**config.mk**
```make
export PLATFORM = sky130hd
export DESIGN_NAME = pipe_seq_ctrl
export DESIGN_NICKNAME = d
export VERILOG_FILES = /design/src/rtl/pipe_seq_ctrl.sv
export SDC_FILE = /design/constraint.sdc
export NUM_CORES = 1
export LEC_CHECK = 0
export BUFFER_PORTS_ARGS = -buffer_cell sky130_fd_sc_hd__clkbuf_2
export CORE_MARGIN = 2
export CORE_UTILIZATION = 54
export CTS_CLUSTER_DIAMETER = 100
export CTS_CLUSTER_SIZE = 14
export DETAILED_ROUTE_END_ITERATION = 10
export GPL_TIMING_DRIVEN = 0
export PLACE_DENSITY_LB_ADDON = 0.05
export SETUP_SLACK_MARGIN = 0.02
export SLEW_MARGIN = 15
export SYNTH_ARGS = -nofsm -noshare
export SYNTH_HDL_FRONTEND = slang
export SYNTH_SLANG_ARGS = --single-unit
```
**constraint.sdc**
```tcl
create_clock -name clk -period 2.25 [get_ports clk]
set_input_delay 0 -clock clk [delete_from_list [all_inputs] [get_ports clk]]
set_output_delay 0 -clock clk [all_outputs]
set_load 0.02 [all_outputs]
```
**src/rtl/pipe_seq_ctrl.sv**
```systemverilog
// pipe_seq_ctrl: prioritised stall/flush/freeze sequencer for the 5-stage pipeline.
// Drives per-stage write enables, flush and bubble controls, tracks the current
// action, keeps saturating performance counters and a sticky stall watchdog.
// Optional feature macro: DELAY_SLOT_EN (JR redirect keeps the delay-slot instruction).
module pipe_seq_ctrl #(
    parameter int unsigned CNT_W    = 16,
    parameter int unsigned WDOG_MAX = 64
) (
    input  logic             clk,
    input  logic             rst_n,
    input  logic             hz_stall,
    input  logic             jr_taken,
    input  logic             br_taken,
    input  logic             mem_busy,
    output logic             pc_we,
    output logic             ifid_we,
    output logic             ifid_flush,
    output logic             idex_bubble,
    output logic             exmem_we,
    output logic             memwb_we,
    output logic             pc_sel_br,
    output logic [1:0]       state,
    output logic [CNT_W-1:0] stall_cycles,
    output logic [CNT_W-1:0] freeze_cycles,
    output logic [CNT_W-1:0] flush_count,
    output logic             wdog_err
);

    localparam int unsigned RUN_W = $clog2(WDOG_MAX + 1);

    typedef enum logic [1:0] {
        ST_RUN    = 2'd0,
        ST_STALL  = 2'd1,
        ST_FREEZE = 2'd2,
        ST_FLUSH  = 2'd3
    } state_t;

    state_t           action;
    state_t           state_q;
    logic             is_br;
    logic [RUN_W-1:0] run_len;

    assign state = state_q;

    // Classify the current cycle by priority: freeze > branch > stall > jr > run
    always_comb begin
        action = ST_RUN;
        is_br  = 1'b0;
        if (mem_busy) begin
            action = ST_FREEZE;
        end else if (br_taken) begin
            action = ST_FLUSH;
            is_br  = 1'b1;
        end else if (hz_stall) begin
            action = ST_STALL;
        end else if (jr_taken) begin
            action = ST_FLUSH;
        end
    end

    // Decode the action into per-stage controls; reset forces a safe hold-and-clear
    always_comb begin
        pc_we       = 1'b1;
        ifid_we     = 1'b1;
        ifid_flush  = 1'b0;
        idex_bubble = 1'b0;
        exmem_we    = 1'b1;
        memwb_we    = 1'b1;
        pc_sel_br   = 1'b0;
        if (!rst_n) begin
            pc_we       = 1'b0;
            ifid_we     = 1'b0;
            ifid_flush  = 1'b1;
            idex_bubble = 1'b1;
            exmem_we    = 1'b0;
            memwb_we    = 1'b0;
        end else begin
            case (action)
                ST_FREEZE: begin
                    pc_we    = 1'b0;
                    ifid_we  = 1'b0;
                    exmem_we = 1'b0;
                    memwb_we = 1'b0;
                end
                ST_STALL: begin
                    pc_we       = 1'b0;
                    ifid_we     = 1'b0;
                    idex_bubble = 1'b1;
                end
                ST_FLUSH: begin
                    pc_sel_br   = is_br;
                    idex_bubble = is_br;
`ifdef DELAY_SLOT_EN
                    // Delay slot already sits in ID on a branch; on JR it is in IF and survives
                    ifid_flush  = is_br;
`else
                    ifid_flush  = 1'b1;
`endif
                end
                default: begin
                end
            endcase
        end
    end

    // Action register, saturating counters and stall watchdog
    always_ff @(posedge clk or negedge rst_n) begin
        if (!rst_n) begin
            state_q       <= ST_RUN;
            stall_cycles  <= '0;
            freeze_cycles <= '0;
            flush_count   <= '0;
            run_len       <= '0;
            wdog_err      <= 1'b0;
        end else begin
            state_q <= action;
            if (action == ST_STALL && stall_cycles != '1) begin
                stall_cycles <= stall_cycles + CNT_W'(1);
            end
            if (action == ST_FREEZE && freeze_cycles != '1) begin
                freeze_cycles <= freeze_cycles + CNT_W'(1);
            end
            if (action == ST_FLUSH && flush_count != '1) begin
                flush_count <= flush_count + CNT_W'(1);
            end
            if (action == ST_STALL || action == ST_FREEZE) begin
                if (run_len != RUN_W'(WDOG_MAX)) begin
                    run_len <= run_len + RUN_W'(1);
                end
                if (run_len == RUN_W'(WDOG_MAX - 1)) begin
                    wdog_err <= 1'b1;
                end
            end else begin
                run_len <= '0;
            end
        end
    end

endmodule
```
==> impl_metrics.py <==
metrics = {
    "place": {
        "place.port_buffers": 63,
        "hpwl_mm": 3.906,
        "place_inst": 393,
        "finalWeightedCongestion": 0.7636,
    },
    "logic_synthesis": {
        "number_of_nets_in_the_synthesized_netlist": 273,
        "netlist_instances": 259,
        "async_flop_share_pct": 100.0,
        "synthDistinctLibCells": 40,
        "synth_top_flop_cell": "sky130_fd_sc_hd__dfrtp_1",
        "syn_area_per_cell_sq_um": 10.93,
        "synth.ff_latch_count": 58,
        "yosysWarnings": 0,
        "synth_enable_flop_cells": 0,
        "sequential_area_share_after_synthesis_pct": 51.28,
        "netlist_area_before_placement_sq_um": 2830,
    },
    "timing": {
        "setup_viol": 0,
        "final-hold-violation-count": 0,
        "pin_slew_with_the_least_headroom_to_its_limit_ps": 594.1,
        "fmax_mhz": 482.7,
        "finalWorstPathRequiredPeriod_ps": 2072,
        "maxSlewViolCount": 0,
        "max-slew-margin-rel_pct": 60.03,
        "rsz0062_at_grt": "no",
        "fin_crit_sh_pct": 92.08,
        "worst_clock_skew_ps": 4.273,
        "final.setup.tns_ps": 0,
    },
    "setup_path": {
        "crit_path_class": "primary input to output pin",
        "end_kind": "output pin",
        "worst_ep_arrival_time_ps": 2070,
        "path_max_fanout": 9,
        "setup.worst_path.start_class": "primary input",
        "critPathRequiredTime_ps": 2250,
    },
    "routing": {
        "totalWireLength_mm": 5.259,
        "drt_first_pass_iters": 4,
        "dr.first_iter.drc_count": 105,
        "detail_route.drc_violations": 0,
        "route.antenna.remaining_nets": 0,
        "routed_wire_length_per_instance_um": 12.86,
        "via_count": 2176,
        "detail_route.vias_per_cell": 5.320,
    },
    "clocking": {
        "numClockSinks": 58,
        "cts_root_buf": "sky130_fd_sc_hd__clkbuf_8",
        "ctsHtreeMaxLevel": 3,
        "cts_tree": "built",
        "clock_latency_ps": 320,
        "post_cts_hold_buffer_count": 2,
        "clk_path_buf_depth": 2,
        "cts_resized": 0,
        "postCtsSetupBuffers": 0,
        "clk_transition_reported_paths_ps": 60,
        "tritoncts.num_buffers": 9,
    },
    "grt": {
        "grt.busiest_layer": "met2",
        "track_usage_pct": 19.32,
        "antenna_found_initial": 0,
        "maximum_number_of_pins_on_one_net_before_global_route_repair": 34,
        "grt_util_met1_pct": 25.77,
        "grt_util_met2_pct": 30.18,
        "first_global_vias": 2026,
        "groute.layer.met3.usage_pct": 5.687,
        "grt_pass1_wl_mm": 9.128,
        "gr-total-overflow": 0,
    },
    "floorplanning": {
        "die_height_um": 76.40,
        "rows": 26,
        "starting_density_of_the_core_pct": 55.77,
        "pin_count": 64,
        "design.die.area_sq_um": 5836,
        "area_of_the_placeable_core_sq_um": 5075,
        "dieWidth_um": 76.40,
    },
    "layout": {
        "final_common_cell": "sky130_fd_sc_hd__clkbuf_2",
        "final.fill_count": 439,
        "final-instance-count-excl-fill": 409,
        "insertedDiodeCount": 0,
        "area_growth_pct": 21.13,
        "share_of_layout_cells_above_drive_strength_1_pct": 27.14,
        "layout.nets": 350,
        "post_layout_utilization_of_the_core_pct": 67.55,
        "layout.cells.most_common_list": "sky130_fd_sc_hd__clkbuf_2, sky130_fd_sc_hd__dfrtp_1, sky130_fd_sc_hd__xnor2_1",
    },
    "job": {
        "max-cap-violations": 0,
    },
    "pwr": {
        "vdd_drop_max_mv": 0.5666,
        "power.static_leakage_nw": 1.681,
        "power.density_nw_per_um2": 865.7,
        "power.total_mw": 2.968,
    },
    "run_status": {
        "status": "complete, no violations",
    },
    "worst_hold_path": {
        "worstHoldPathType": "primary input to register",
    },
}
## worst max-delay path: stages
cell,delay (ps)
sky130_fd_sc_hd__dlygate4sd3_1,530
sky130_fd_sc_hd__clkbuf_2,120
sky130_fd_sc_hd__nor2_1,300
sky130_fd_sc_hd__inv_1,80
sky130_fd_sc_hd__ha_1,280
sky130_fd_sc_hd__clkbuf_1,300
sky130_fd_sc_hd__and2_1,200
sky130_fd_sc_hd__buf_4,100
sky130_fd_sc_hd__clkbuf_2,150
## worst paths after layout
check | startpoint | endpoint | slack [ps] | depth (start not counted)
worst max-delay path | mem_busy | pc_we | 180 | 9
worst min-delay path | hz_stall | state[1] | 60 | 2
worst max register to register | flush_count[9] | flush_count[1] | 430 | 4
worst min register to register | wdog_err | wdog_err | 470 | 2
max in group asynchronous | rst_n | state[1] | 1570 | 3
min in group asynchronous | rst_n | flush_count[13] | 170 | 2
## state kept, by name, indices dropped and copies added, names as in the netlist
signal	count
flush_count	16
freeze_cycles	16
stall_cycles	16
run_len	7
state	2
wdog_err	1
## cell families after synthesis
logic type                 Yosys count  synth area share, %
and+or+nand+nor                    111                22.41
xor gates and xnor gates            44                13.62
muxes                                6                2.475
buffers and inverters               15                2.564
adders and majority gates            8                3.537
DFF                                 58                51.28
AOI/OAI and AO/OA                   17                4.112
## synth_stat cells (all sizes together), types with 2 or more instances
master / instances / share of area, %
nor2: 18 / 2.4
a21oi: 6 / 1.1
or4: 3 / 1.2
o41a: 2 / 0.80
nor3b: 2 / 0.71
nor3: 6 / 1.1
xor2: 16 / 5.0
nor4b: 2 / 0.62
xnor2: 28 / 8.7
or3: 3 / 0.66
buf: 4 / 1.1
nand4: 24 / 6.2
nor4: 4 / 0.88
mux2: 5 / 2.1
nand3: 11 / 1.9
inv: 10 / 1.3
and4: 3 / 0.93
and3: 6 / 1.3
ha: 8 / 3.5
dfrtp: 58 / 51
o21ai: 3 / 0.53
o2111ai: 3 / 0.93
and2: 2 / 0.44
nand2: 23 / 3.1
## layout make-up
type	count	area [sq um]	share of cell area [%]
inverter	10	37.54	1.095
multi-input combinational	186	1306	38.10
timing repair buffer	66	357.8	10.44
buffer	5	35.03	1.022
clock buffer	14	152.6	4.453
sequential	58	1451	42.34
tap	70	87.58	2.555
## power by group
part,leakage [nW],total [mW],switching [mW],internal (mW)
Sequential,0.760,1.44,0.229,1.21
Clock,0.0766,0.779,0.360,0.419
Combinational,0.845,0.750,0.449,0.301
## metrics by stage
stage          hold slack, ps  instance area, sq um  worst slack, ps
4_1_cts                 66.23                  3428            162.0
3_3_place_gp            262.3                  3233            346.5
3_5_place_dp           -5.023                  3256            287.6
6_report                62.96                  3428            178.2
5_1_grt                 101.6                  3428            20.48
2_1_floorplan          -295.6                  2830            433.4
## metal layers
layer / wire length, um / vias up
met3: 243 / 11
met5: 0 / -
met4: 95 / 0
li1: - / 1065
met1: 2450 / 1047
met2: 2469 / 53
Note: power is estimated with default switching activity, not from simulation.
